## src/rtl/adder_int.sv

```systemverilog
// Registered integer adder: ADD, SUB and ADDI with a 21-bit sign-extended immediate.
// One-cycle latency. add_value is cleared asynchronously while reset is low.
module adder_int #(
  parameter int DATA_WIDTH = 32
) (
  input  logic                  clk,
  input  logic                  reset,
  input  logic [1:0]            add_type,
  input  logic [DATA_WIDTH-1:0] src1,
  input  logic [DATA_WIDTH-1:0] src2,
  input  logic [20:0]           immediate,
  output logic [DATA_WIDTH-1:0] add_value
);

  localparam logic [1:0] CTRL_ADD  = 2'b00;
  localparam logic [1:0] CTRL_SUB  = 2'b01;
  localparam logic [1:0] CTRL_ADDI = 2'b10;

  logic [DATA_WIDTH-1:0] imm_ext;
  logic [DATA_WIDTH-1:0] next_value;

  assign imm_ext = {{(DATA_WIDTH-21){immediate[20]}}, immediate};

  // Subtraction is done as a two's-complement add. The reserved code yields zero.
  always_comb begin
    next_value = '0;
    case (add_type)
      CTRL_ADD:  next_value = src1 + src2;
      CTRL_SUB:  next_value = src1 + ~src2 + DATA_WIDTH'(1);
      CTRL_ADDI: next_value = src1 + imm_ext;
      default:   next_value = '0;
    endcase
  end

  always_ff @(posedge clk or negedge reset) begin
    if (!reset)
      add_value <= '0;
    else
      add_value <= next_value;
  end

endmodule

```

## config.mk

```make
export PLATFORM = sky130hd
export DESIGN_NAME = adder_int
export DESIGN_NICKNAME = d
export VERILOG_FILES = /design/src/rtl/adder_int.sv
export SDC_FILE = /design/constraint.sdc
export NUM_CORES = 1
export LEC_CHECK = 0
export BUFFER_PORTS_ARGS = -buffer_cell sky130_fd_sc_hd__buf_2
export CAP_MARGIN = 20
export CORE_MARGIN = 1
export CORE_UTILIZATION = 45
export DETAILED_ROUTE_END_ITERATION = 7
export PLACE_DENSITY = 0.75
export SLEW_MARGIN = 20
export SYNTH_ARGS = -nofsm -noshare
export SYNTH_HDL_FRONTEND = slang
export SYNTH_SLANG_ARGS = --single-unit
```

## constraint.sdc

```tcl
create_clock -name clk -period 0.8 [get_ports clk]
set_input_delay 0.04 -clock clk [delete_from_list [all_inputs] [get_ports clk]]
set_output_delay 0.04 -clock clk [all_outputs]
set_load 0.005 [all_outputs]
```

-- Yosys cells after proc, flatten, opt, wreduce, memory -nomap -nowiden
Index checks and enable logic that the tools add are counted.
- add/subtract/negate cells: 4
- equal/unequal tests: 2
- muxes and demuxes: 1
- bitwise operators: 1
- reductions and logical operators: 1
- operators with widths (cell ; number):
    $add A32 B32 Y32 ; 3
    $pmux W32 S3 ; 1
    $add A32 B1 Y32 const B ; 1
    $not A32 Y32 ; 1
    $eq A2 B1 Y1 const B ; 1
    $eq A2 B2 Y1 const B ; 1
    $logic_not A2 Y1 ; 1
- flip-flop bits (word level): 32
- bits of input ports: 89
- output and inout port bits: 32
- logic and storage cells: 10

-- Depth between registers and ports, before layout
- depth after elaboration: 4
- depth in mapped cells: 16
- depth with buffers taken out: 14

-- Least setup slack after synthesis
OpenSTA, ideal clock, no wires.
- path type: input to register
- from: input port add_type[0]
- to: register add_value[28]
- library setup time: 0.131 ns
- arrival time: 3.183 ns
- data required time: 0.669 ns
- slack: -2.514 ns
- stages: 16
- buffers on the path: 2
- path through: buf_6 nand2b_1 buf_1 mux2_2 ha_1 inv_1 fa_1 nand2b_1 a21oi_2 o41ai_4 o21ai_2 a211oi_2 o31ai_1 a2111o_1 nand2_1 or3_1
- word-level cells in the longest chain between the ends: 2
- elaborated cells on any way between the ends: 4
- classes of those cells: eq/ne: 2; mux: 1; reduce/logical: 1
- ends and longest elaborated chain (item ; line ; source):
    from (decl) ; 8 ; input logic [1:0] add_type,
    $eq A2 B2 Y1, or another cell as far along ; 27 ; case (add_type)
    $pmux W32 S3 (*) ; 27 ;
    net next_value[28] ; 20 ; logic [DATA_WIDTH-1:0] next_value;
    to (signal assigned) ; 39 ; add_value <= next_value;
    to (decl) ; 12 ; output logic [DATA_WIDTH-1:0] add_value
The timed path passes the listed nets; every way through them passes the cells marked *.

-- Worst setup path in the final report
- from: input port add_type[0]
- to: register add_value[17]
Same word-level chain as after synthesis.

==> flow_summary.toml <==
[logic_synthesis]
synth-edff-count = 0
yosysWarnings = 0
synthesis.nets = 760
syn_inst = 603
ys_seq_area_share_pct = 16.7
synth_seq_cells = 32
synth_cell_types = 68
avgSynthCellArea_um2 = 7.97
syn_area_um2 = 4810
async_flop_share_pct = 100
synthFlopType = "dfrtp_1"

[die]
initial_core_util_pct = 46.6
core_area_um2 = 10300
die_y_um = 105
rows = 37
die_w_um = 105
die_area_um2 = 11100
ios = 121

[pwr]
p_seq_share_pct = 19.0
power_frac_clock_pct = 15.9
p_sw_mw = 4.33
p_leak_nw = 4.15
pwr-share-comb_pct = 65.1
swShare_pct = 40.3
ir_drop_v = 0.000862
cellPowerDensity_nw_per_um2 = 1340
power_mw = 10.7
p_int_mw = 6.41

[timing]
fmax_mhz = 375
hold_violations = 0
finalMaxSlewViolations = 0
max-slew-margin-rel_pct = 56.7
hold_ws_ps = 57.9
fin_ws_ps = -1860
finalSetupViolations = 64
period_minus_slack_ps = 2660
worst_slew_pin_slew_ps = 642
post-route-period-util_pct = 333
rsz0062_at_grt = "yes"

[global_route]
met1_usage_pct = 38.1
grt.busiest_layer = "met2"
track_usage_pct = 32.1
met2_usage_pct = 58.2
grt_pass1_wl_um = 28900
grt_antenna_before_repair = 0
overflow = 0
globalRouteMet3Util_pct = 3.22
grt_pass1_vias = 6372
grt_max_degree = 33

[layout]
largest_reg_flops = 32
final_cell_mix = "211 x buf_4, 119 x buf_2, 51 x nand2_1, 50 x ha_1, 44 x inv_1"
register_area_um2 = 801
largest-register = "add_value"
drive_above_1_share_pct = 50.2
fin_cells = 1077
reg_top3 = "add_value x32"
nets = 1097
final_common_cell = "buf_4"
multi_input_area_um2 = 4380
syn_to_final_growth_pct = 66.7
n_antenna_cell = 0
fillCellCount = 673

[clock_network]
cts_tree = "yes"
clk_pin_slew_ps = 100
clock-sinks = 32
cts_inserted_buffers = 5
cts.root.buffer_cell = "clkbuf_8"
h-tree-depth = 2
clockBufferDepth = 2

[setup_path]
critPathKind = "primary input to flop"
critPathLaunchType = "primary input"
arrival_ps = 2890
worstPathMaxFanout = 8
cp-end-kind = "flop"
cp_data_required_time_ps = 1030

[detailed_routing]
dr.pass1.iters = 5
wl_um = 19600
post_drt_wl_per_cell_um = 18.2
drt_iter0_drc = 549
ant_nets = 0
drt-vias-per-instance = 5.81
drc = 0
vias = 6259

[run_status]
violations = "setup timing"
status = "finished with violations"

[job]
drv_cap = 0

[worst_hold_path]
hold_class = "primary input to flop"

[place]
dp.cells = 1044
gp_congestion = 0.998
io_buffers = 120
hpwl_um = 13800
worst max-delay path, cell delays in order:
cell	delay, ps
buf_6	100
nand2b_4	190
buf_4	160
buf_6	130
mux2_4	310
ha_4	250
a21o_1	190
o2111ai_2	270
a31oi_2	170
o2111ai_2	290
a31oi_2	190
o21a_1	230
o21a_1	170
o32ai_1	200
cell usage after synthesis (3+ instances only):
cell type | count | area (µm²)
nor2_1 | 31 | 116
and3_1 | 7 | 43.8
nand2_1 | 53 | 199
o211ai_1 | 6 | 45.0
xor2_1 | 22 | 193
or2_2 | 3 | 18.8
nand4_1 | 5 | 31.3
clkbuf_1 | 10 | 37.5
o21a_1 | 6 | 45.0
a21o_1 | 30 | 225
o21ai_1 | 10 | 50.1
nand3_1 | 23 | 115
o22ai_1 | 17 | 106
a21oi_1 | 54 | 270
nor3_1 | 5 | 25.0
buf_1 | 3 | 11.3
ha_1 | 66 | 826
a21boi_0 | 4 | 30.0
o32ai_1 | 6 | 52.6
o21ai_0 | 23 | 115
o31a_1 | 4 | 35.0
a31o_1 | 4 | 35.0
nor2b_1 | 9 | 56.3
nand2b_1 | 9 | 56.3
a211oi_1 | 3 | 22.5
mux2_2 | 20 | 225
a31oi_1 | 8 | 50.1
o31ai_1 | 3 | 22.5
inv_1 | 46 | 173
dfrtp_1 | 32 | 801
mux2i_1 | 5 | 50.1
o21bai_1 | 4 | 30.0
xnor2_1 | 26 | 228
metrics by stage:
stage	setup WS [ps]	setup TNS [ps]	area, µm²	util [%]
floorplan	-1960	-45810	4960	-
global placement	-2070	-50570	7170	69.4
detailed placement	-2130	-52930	7170	69.4
CTS	-1740	-42080	7670	74.3
global route	-1940	-47900	8020	77.6
finish	-1860	-45190	8020	77.6
cell families (layout without fill, tap and decap cells):
group,count (synthesis),in the layout,share of synthesized area (%)
DFF,32,32,16.7
and+or+nand+nor,161,161,16.6
muxes,25,25,5.72
buffers and inverters,62,400,5.20
AOI/OAI and AO/OA,207,207,29.1
adders and majority gates,68,68,18.0
xor gates and xnor gates,48,48,8.74
layer usage:
layer	wire length, µm	part of all wire, %
met4	1090	5.5
met1	7640	39
met5	0	0
met3	1160	5.9
met2	9700	50
cell type report:
| cell class | instances | area share, % |
|---|---|---|
| clock buffers | 5 | 0.859 |
| clock inverters | 3 | 0.531 |
| flip-flops and latches | 32 | 9.99 |
| multi-input cells | 509 | 54.6 |
| inverters | 46 | 2.15 |
| well taps | 136 | 2.12 |
| repair buffers | 346 | 29.8 |
timing repair:
| item | in CTS | in global routing |
|---|---|---|
| endpoints found under the setup margin | 64 | 64 |
| setup buffers | 15 | 12 |
| pin swaps | 29 | 44 |
| gates resized for setup | 47 | 53 |
| hold buffers | 1 | 0 |
| hold endpoints to repair | 32 | 0 |
worst paths after layout:
path	startpoint	endpoint	slack (ps)	cells past startpoint
max in group asynchronous	reset	add_value[26]	370	3
worst max-delay path	add_type[0]	add_value[17]	-1860	14
worst min-delay path	src2[0]	add_value[0]	60	3
min in group asynchronous	reset	add_value[6]	220	3
power by group through the flow:
stage,Sequential [mW],Combinational (mW),Clock [mW]
finish,2.04,6.98,1.71
global placement,2.06,5.63,0
floorplan,2.09,3.11,0
global route,2.06,7.43,1.75
detailed placement,2.06,5.78,0
CTS,2.03,6.25,1.66
Note: power is estimated with default switching activity, not from simulation.
